<file path="src/rtl/mem_port_ctrl.sv">
// mem_port_ctrl: sequences instruction fetches and loads/stores onto the unified MIPS memory.
// Define MEM_PORT_SUBWORD_EN to add byte/half loads and read-modify-write byte/half stores.
module mem_port_ctrl #(
  parameter int unsigned MEM_WORDS = 128,
  parameter logic [31:0] PC_START  = 32'h0
) (
  input  logic        clk,
  input  logic        reset,
  input  logic        fetch_req,
  input  logic [31:0] fetch_pc,
  input  logic        data_req,
  input  logic        data_we,
  input  logic [1:0]  data_size,
  input  logic        data_signed,
  input  logic [31:0] data_addr,
  input  logic [31:0] data_wdata,
  output logic        busy,
  output logic        resp_valid,
  output logic        resp_err,
  output logic [31:0] resp_instr,
  output logic [31:0] resp_rdata,
  output logic [31:0] last_pc,
  output logic [31:0] mem_pc,
  output logic [31:0] mem_dataaddr,
  output logic        mem_iord,
  output logic        mem_irwrite,
  output logic        mem_we,
  output logic [31:0] mem_writedata,
  input  logic [31:0] mem_instr,
  input  logic [31:0] mem_readdata
);

  localparam logic [31:0] ADDR_LIMIT = 32'(MEM_WORDS * 4);

  typedef enum logic [2:0] {
    S_IDLE,
    S_FETCH,
    S_LOAD,
    S_STORE,
`ifdef MEM_PORT_SUBWORD_EN
    S_RMW_RD,
    S_RMW_WR,
`endif
    S_RESP
  } state_e;

  state_e      state_q, state_d;
  logic        is_fetch_q, is_fetch_d;
  logic        is_load_q, is_load_d;
  logic        err_q, err_d;
  logic        busy_q, busy_d;
  logic        resp_valid_q, resp_valid_d;
  logic        resp_err_q, resp_err_d;
  logic [31:0] resp_instr_q, resp_instr_d;
  logic [31:0] resp_rdata_q, resp_rdata_d;
  logic [31:0] last_pc_q, last_pc_d;
  logic [31:0] mem_pc_q, mem_pc_d;
  logic [31:0] mem_dataaddr_q, mem_dataaddr_d;
  logic        mem_iord_q, mem_iord_d;
  logic        mem_irwrite_q, mem_irwrite_d;
  logic        mem_we_q, mem_we_d;
  logic [31:0] mem_writedata_q, mem_writedata_d;

  logic        fetch_bad;
  logic        data_bad;
  logic [31:0] load_ext;

  always_comb begin
    fetch_bad = (fetch_pc[1:0] != 2'b00) || (fetch_pc >= ADDR_LIMIT);
    data_bad  = (data_addr >= ADDR_LIMIT);
`ifdef MEM_PORT_SUBWORD_EN
    case (data_size)
      2'b00:   data_bad = data_bad;
      2'b01:   data_bad = data_bad || data_addr[0];
      2'b10:   data_bad = data_bad || (data_addr[1:0] != 2'b00);
      default: data_bad = 1'b1;
    endcase
`else
    data_bad = data_bad || (data_size != 2'b10) || (data_addr[1:0] != 2'b00);
`endif
  end

`ifdef MEM_PORT_SUBWORD_EN
  logic [1:0]  size_q, size_d;
  logic        signed_q, signed_d;
  logic [1:0]  addr_lo_q, addr_lo_d;
  logic [15:0] wdata_q, wdata_d;
  logic [7:0]  lane_b;
  logic [15:0] lane_h;
  logic [31:0] rmw_merged;

  always_comb begin
    lane_b = mem_readdata[{addr_lo_q, 3'b000} +: 8];
    lane_h = mem_readdata[{addr_lo_q[1], 4'b0000} +: 16];
    case (size_q)
      2'b00:   load_ext = {{24{signed_q & lane_b[7]}}, lane_b};
      2'b01:   load_ext = {{16{signed_q & lane_h[15]}}, lane_h};
      default: load_ext = mem_readdata;
    endcase
    rmw_merged = mem_readdata;
    if (size_q == 2'b00) rmw_merged[{addr_lo_q, 3'b000} +: 8] = wdata_q[7:0];
    else                 rmw_merged[{addr_lo_q[1], 4'b0000} +: 16] = wdata_q[15:0];
  end
`else
  logic unused_data_signed;
  assign unused_data_signed = data_signed;
  assign load_ext           = mem_readdata;
`endif

  always_comb begin
    state_d         = state_q;
    is_fetch_d      = is_fetch_q;
    is_load_d       = is_load_q;
    err_d           = err_q;
    resp_instr_d    = resp_instr_q;
    resp_rdata_d    = resp_rdata_q;
    last_pc_d       = last_pc_q;
    mem_pc_d        = mem_pc_q;
    mem_dataaddr_d  = mem_dataaddr_q;
    mem_writedata_d = mem_writedata_q;
`ifdef MEM_PORT_SUBWORD_EN
    size_d    = size_q;
    signed_d  = signed_q;
    addr_lo_d = addr_lo_q;
    wdata_d   = wdata_q;
`endif

    case (state_q)
      S_IDLE: begin
        if (data_req) begin
          is_fetch_d = 1'b0;
          is_load_d  = !data_we;
          err_d      = data_bad;
`ifdef MEM_PORT_SUBWORD_EN
          size_d    = data_size;
          signed_d  = data_signed;
          addr_lo_d = data_addr[1:0];
          wdata_d   = data_wdata[15:0];
`endif
          if (data_bad) begin
            state_d = S_RESP;
          end else begin
            mem_dataaddr_d = {data_addr[31:2], 2'b00};
            if (!data_we) state_d = S_LOAD;
`ifdef MEM_PORT_SUBWORD_EN
            else if (data_size != 2'b10) state_d = S_RMW_RD;
`endif
            else begin
              state_d         = S_STORE;
              mem_writedata_d = data_wdata;
            end
          end
        end else if (fetch_req) begin
          is_fetch_d = 1'b1;
          is_load_d  = 1'b0;
          err_d      = fetch_bad;
          last_pc_d  = fetch_pc;
          if (fetch_bad) begin
            state_d = S_RESP;
          end else begin
            state_d  = S_FETCH;
            mem_pc_d = fetch_pc;
          end
        end
      end
      S_FETCH, S_LOAD, S_STORE: state_d = S_RESP;
`ifdef MEM_PORT_SUBWORD_EN
      S_RMW_RD: state_d = S_RMW_WR;
      S_RMW_WR: begin
        state_d         = S_RESP;
        mem_writedata_d = rmw_merged;
      end
`endif
      S_RESP: begin
        state_d = S_IDLE;
        if (!err_q && is_fetch_q) resp_instr_d = mem_instr;
        if (!err_q && is_load_q)  resp_rdata_d = load_ext;
      end
      default: state_d = S_IDLE;
    endcase

    // Outputs are registered, so they are decoded from the state being entered.
    busy_d        = (state_d != S_IDLE);
    resp_valid_d  = (state_d == S_RESP);
    resp_err_d    = (state_d == S_RESP) && err_d;
    mem_iord_d    = 1'b0;
    mem_irwrite_d = 1'b0;
    mem_we_d      = 1'b0;
    case (state_d)
      S_FETCH: mem_irwrite_d = 1'b1;
      S_LOAD:  mem_iord_d    = 1'b1;
      S_STORE: begin
        mem_iord_d = 1'b1;
        mem_we_d   = 1'b1;
      end
`ifdef MEM_PORT_SUBWORD_EN
      S_RMW_RD: mem_iord_d = 1'b1;
      S_RMW_WR: begin
        mem_iord_d = 1'b1;
        mem_we_d   = 1'b1;
      end
`endif
      default: mem_iord_d = 1'b0;
    endcase
  end

  always_ff @(posedge clk) begin
    if (reset) begin
      state_q         <= S_IDLE;
      is_fetch_q      <= 1'b0;
      is_load_q       <= 1'b0;
      err_q           <= 1'b0;
      busy_q          <= 1'b0;
      resp_valid_q    <= 1'b0;
      resp_err_q      <= 1'b0;
      resp_instr_q    <= '0;
      resp_rdata_q    <= '0;
      last_pc_q       <= PC_START;
      mem_pc_q        <= PC_START;
      mem_dataaddr_q  <= '0;
      mem_iord_q      <= 1'b0;
      mem_irwrite_q   <= 1'b0;
      mem_we_q        <= 1'b0;
      mem_writedata_q <= '0;
`ifdef MEM_PORT_SUBWORD_EN
      size_q    <= '0;
      signed_q  <= 1'b0;
      addr_lo_q <= '0;
      wdata_q   <= '0;
`endif
    end else begin
      state_q         <= state_d;
      is_fetch_q      <= is_fetch_d;
      is_load_q       <= is_load_d;
      err_q           <= err_d;
      busy_q          <= busy_d;
      resp_valid_q    <= resp_valid_d;
      resp_err_q      <= resp_err_d;
      resp_instr_q    <= resp_instr_d;
      resp_rdata_q    <= resp_rdata_d;
      last_pc_q       <= last_pc_d;
      mem_pc_q        <= mem_pc_d;
      mem_dataaddr_q  <= mem_dataaddr_d;
      mem_iord_q      <= mem_iord_d;
      mem_irwrite_q   <= mem_irwrite_d;
      mem_we_q        <= mem_we_d;
      mem_writedata_q <= mem_writedata_d;
`ifdef MEM_PORT_SUBWORD_EN
      size_q    <= size_d;
      signed_q  <= signed_d;
      addr_lo_q <= addr_lo_d;
      wdata_q   <= wdata_d;
`endif
    end
  end

  // Memory outputs arrive one cycle after the access, so RESP passes them straight
  // through and the registers only hold them for later cycles.
  assign resp_instr   = (state_q == S_RESP && is_fetch_q && !err_q) ? mem_instr : resp_instr_q;
  assign resp_rdata   = (state_q == S_RESP && is_load_q && !err_q) ? load_ext : resp_rdata_q;
  assign busy         = busy_q;
  assign resp_valid   = resp_valid_q;
  assign resp_err     = resp_err_q;
  assign last_pc      = last_pc_q;
  assign mem_pc       = mem_pc_q;
  assign mem_dataaddr = mem_dataaddr_q;
  assign mem_iord     = mem_iord_q;
  // Write strobes are blocked combinationally so a reset cycle never modifies memory.
  assign mem_irwrite  = mem_irwrite_q && !reset;
  assign mem_we       = mem_we_q && !reset;
`ifdef MEM_PORT_SUBWORD_EN
  assign mem_writedata = (state_q == S_RMW_WR) ? rmw_merged : mem_writedata_q;
`else
  assign mem_writedata = mem_writedata_q;
`endif

endmodule
</file>
<file path="config.mk">
export PLATFORM = sky130hd
export DESIGN_NAME = mem_port_ctrl
export DESIGN_NICKNAME = d
export VERILOG_FILES = /design/src/rtl/mem_port_ctrl.sv
export SDC_FILE = /design/constraint.sdc
export NUM_CORES = 1
export LEC_CHECK = 0
export CORE_MARGIN = 8
export CORE_UTILIZATION = 44
export CTS_BUF_LIST = sky130_fd_sc_hd__clkbuf_4 sky130_fd_sc_hd__clkbuf_8
export DETAILED_ROUTE_END_ITERATION = 10
export GPL_ROUTABILITY_DRIVEN = 0
export PLACE_DENSITY = 0.88
export SYNTH_ARGS = -nofsm -noshare
export SYNTH_HDL_FRONTEND = slang
export SYNTH_SLANG_ARGS = --single-unit
</file>
<file path="constraint.sdc">
create_clock -name clk -period 3.95 [get_ports clk]
set_input_delay 0.395 -clock clk [delete_from_list [all_inputs] [get_ports clk]]
set_output_delay 0.395 -clock clk [all_outputs]
set_load 0.05 [all_outputs]
</file>
==> summary.txt <==
Synth
  – Cell taking the most area after synthesis: dfxtp_1
  – Number of flops mapped to enable cells by yosys: 0
  – Dominant synthesized flop cell: dfxtp_1
  – Distinct cells, synth: 40
  – Mapped Area: between 0.007 and 0.008 mm^2
  – Share of synthesized area occupied by flip-flops and latches: a little under three fifths
  – Post-synthesis async set-or-reset flop share: 0%
  – Number of warnings issued by yosys: 0
  – Synth Register Bits: 202
  – Cell count after synthesis: 659
  – Top cell type's share of synthesized area: roughly 57%
  – Mean post-synth cell area: between 10 and 15 um^2
  – Area contributors post-synth: dfxtp_1 57%, mux2_2 6.2%, nor2b_1 5.9%, mux2i_1 5.5%, and2_1 4.2%

STA
  – Max Clk Rate: roughly 310 MHz
  – Worst Max-Slew Pin Slew: 0.842 ns
  – Unrepaired setup endpoints after global routing: no
  – Max-Slew Margin vs Limit: about 44%
  – Count of pins over their slew limit: 0
  – Period minus WS final: approximately 3.2 ns
  – Final clock period utilization by the worst path: 81.1%
  – Clock Skews: 0.0201 ns
  – Final Setup Violations: 0
  – Final setup margin: between 0.7 and 0.8 ns
  – Final setup TNS: 0 ns
  – Final hold viol count: 0

Global routing
  – Number of global-route vias before repair: approximately 6,300
  – Total overflow reported by the global router: 0
  – Wire length of the first global-routing pass: around 36 mm
  – Largest net degree at the start of global routing: 82
  – GR Util All Layers: between 20% and 30%
  – Initial antenna violation count: 0

Clock network
  – Number of sinks driven by the clock tree: 202
  – Post-cts hold buffer count: 0
  – Post_cts resized: 0
  – Total setup buffers inserted after CTS: 0
  – Cell at the root of the clock tree: clkbuf_8
  – Clock latency at the later pin of the worst-skew pair: 0.50 ns
  – CTS H-tree lvls: 2
  – Clock Path Buffers: 3
  – Clock transition time at the flip-flop clock pins of the worst setup and hold paths: 0.06 ns
  – CTS tree: done
  – Clock buffers created by TritonCTS: 34

Critical path
  – Arrival time at the worst endpoint: roughly 2.8 ns
  – Type of the worst setup path: register to primary output
  – CP Capture Type: primary output
  – Worst setup SP type: register
  – Minimum setup slack among reg-to-reg paths: 1.82 ns
  – Highest fanout seen on the critical path: 32
  – Required arrival time at the worst endpoint: ~3.6 ns
  – Startpoint of the most critical register-to-register path: state_q[2]$_SDFF_PP0_
  – Critical R2R Capture: mem_pc[19]$_SDFFE_PP0P_
  – Number of cells on the worst reg-to-reg path: 5

Floorplanning
  – Width of the chip: between 100 and 150 um
  – Height of the chip: 143 um
  – Standard cell core area: 0.0158 mm^2
  – Site row count: 46
  – Die Footprint: about 0.020 mm^2
  – Number of I/O pins: roughly 370
  – Initial standard-cell utilization of the core: 44.9%

Layout
  – Relative area change from synthesis to final layout: 61.8%
  – Post-layout nets: roughly 1,200
  – Most frequent cells in the layout: 361 x clkdlybuf4s50_1, 202 x dfxtp_1, 68 x nand2_1
  – Number of antenna cells inserted: 0
  – Fraction of final layout cells sized beyond drive strength 1: ~11%
  – Most common library cell in the layout ignoring fill and taps: clkdlybuf4s50_1

Hold path
  – HP Start: reset
  – Worst hold stages: 2
  – Hold/Removal Path Class: input port to register
  – End point of the worst hold path: is_load_q$_SDFFE_PP0P_

Pwr
  – Leak Pwr: ~0.0044 uW
  – Worst vdd rail ir drop: about 0.33 mV
  – Cell Pwr Density: around 380 mW/mm^2
  – Sequential cell fraction of total power: around 48%
  – Clock power share: around two fifths
  – Net switching power of the design: between 1000 and 1500 uW
  – Switching portion of total power: between 20% and 30%
  – Internal power of the cells: approximately 3300 uW
  – Share of power burned in combinational logic: ~11%

Routing
  – DRC marker count from the first detailed-route iteration: between 200 and 250
  – Wirelength per Cell: between 15 and 20 um
  – Vias post-DR: roughly 6,000
  – Drt via density: 4.81
  – Final routed DRC violation total: 0
  – First-pass iteration count of the detailed router: 4
  – Total wire length: between 20 and 25 mm
  – Routed Antenna Nets: 0

Placement
  – Worst setup slack before clock tree synthesis: approximately 0.92 ns
  – Half-perimeter wire length of the detailed placement result: roughly 18 mm
  – IO buf count: about 360

Status
  – Outcome: completed

Run
  – Max Cap Viol: 0
-- per-stage QoR --
stage / cell area [um^2] / hold WS, ns / cells / utilization (%) / power [uW]
floorplan: 7120 / 0.439 / 660 / - / 2340
global placement: 10900 / 0.441 / 1205 / 68.7 / 2600
detailed placement: 10900 / 0.443 / 1205 / 68.7 / 2610
CTS: 11500 / 0.417 / 1261 / 72.7 / 4380
global route: 11500 / 0.454 / 1261 / 72.7 / 4500
finish: 11500 / 0.426 / 1261 / 72.7 / 4340
-- per-layer routing --
metal / GRT usage [%] / up-vias / part of all wire [%] / wire length, um
met5: 0 / - / 0 / 0
met4: 10.0 / 0 / 3.6 / 888
met3: 11.0 / 51 / 13 / 3180
met2: 39.4 / 275 / 48 / 11800
met1: 22.4 / 2820 / 35 / 8680
li1: - / 2923 / - / -
-- worst max-delay path: stages (launching register included) --
cell             delay [ns]
dfxtp_1                0.37
nor2_1                 0.09
and3_1                 0.20
nand2_1                0.07
buf_4                  0.39
mux2_2                 0.40
clkdlybuf4s50_1        0.76
-- cells by family after synthesis --
family	after synthesis	synth area share, %
other	1	0.0527
AND/OR/NAND/NOR	264	20.8
multiplexers	103	15.6
flip-flops	202	56.8
buffers and inverters	42	2.74
AO/OA/AOI/OAI	47	3.94
-- registers in the layout (all words and copies together) (netlist names) --
register	cells
is_fetch_q	1
busy	1
mem_writedata	32
mem_pc	32
resp_valid	1
mem_dataaddr	30
resp_instr_q	32
last_pc	32
resp_err	1
is_load_q	1
mem_irwrite_q	1
err_q	1
state_q	3
mem_we_q	1
mem_iord	1
resp_rdata_q	32
-- cells in the mapped netlist (2+ instances only) --
cell and n:
nor2_1 48, nor3_1 6, a21oi_1 33, nor4_1 8, nand2_1 68, nand3_1 2, mux2_1 25, nand4_1 2
dfxtp_1 202, buf_4 2, nor2b_1 67, clkbuf_1 24, mux2_2 39, buf_6 3, mux2i_1 39, nor3_4 2
buf_2 6, and2_1 48, inv_1 2, nor4_4 4, buf_1 4, a22o_1 7
-- cell type report --
| type | instances | area (um^2) |
|---|---|---|
| clock inverters | 8 | 48.8 |
| well taps | 216 | 270 |
| clock buffers | 48 | 592 |
| fillers | 1119 | 4310 |
| flip-flops and latches | 202 | 4040 |
| multi-input cells | 416 | 2880 |
| inverters | 3 | 11.3 |
| repair buffers | 368 | 3670 |
-- worst max path at each step --
stage	startpoint	endpoint	slack [ns]	cells after the start
floorplan	state_q[0]$_SDFF_PP0_	resp_rdata[10]	2.05	5
global placement	data_addr[24]	mem_writedata[15]$_SDFFE_PP0P_	0.97	7
detailed placement	data_addr[24]	mem_writedata[25]$_SDFFE_PP0P_	0.92	7
CTS	state_q[0]$_SDFF_PP0_	resp_instr[4]	0.69	6
global route	state_q[0]$_SDFF_PP0_	resp_instr[4]	0.59	6
finish	state_q[0]$_SDFF_PP0_	resp_instr[4]	0.75	6
-- power by group through the flow --
stage          Sequential (uW)  Clock [uW]  Combinational, uW
2_1_floorplan             2180           0                163
6_report                  2080        1770                489
5_1_grt                   2080        1910                513
4_1_cts                   2080        1810                492
3_3_place_gp              2120           0                482
3_5_place_dp              2120           0                489
No activity file was read; power rests on OpenSTA's default activity.
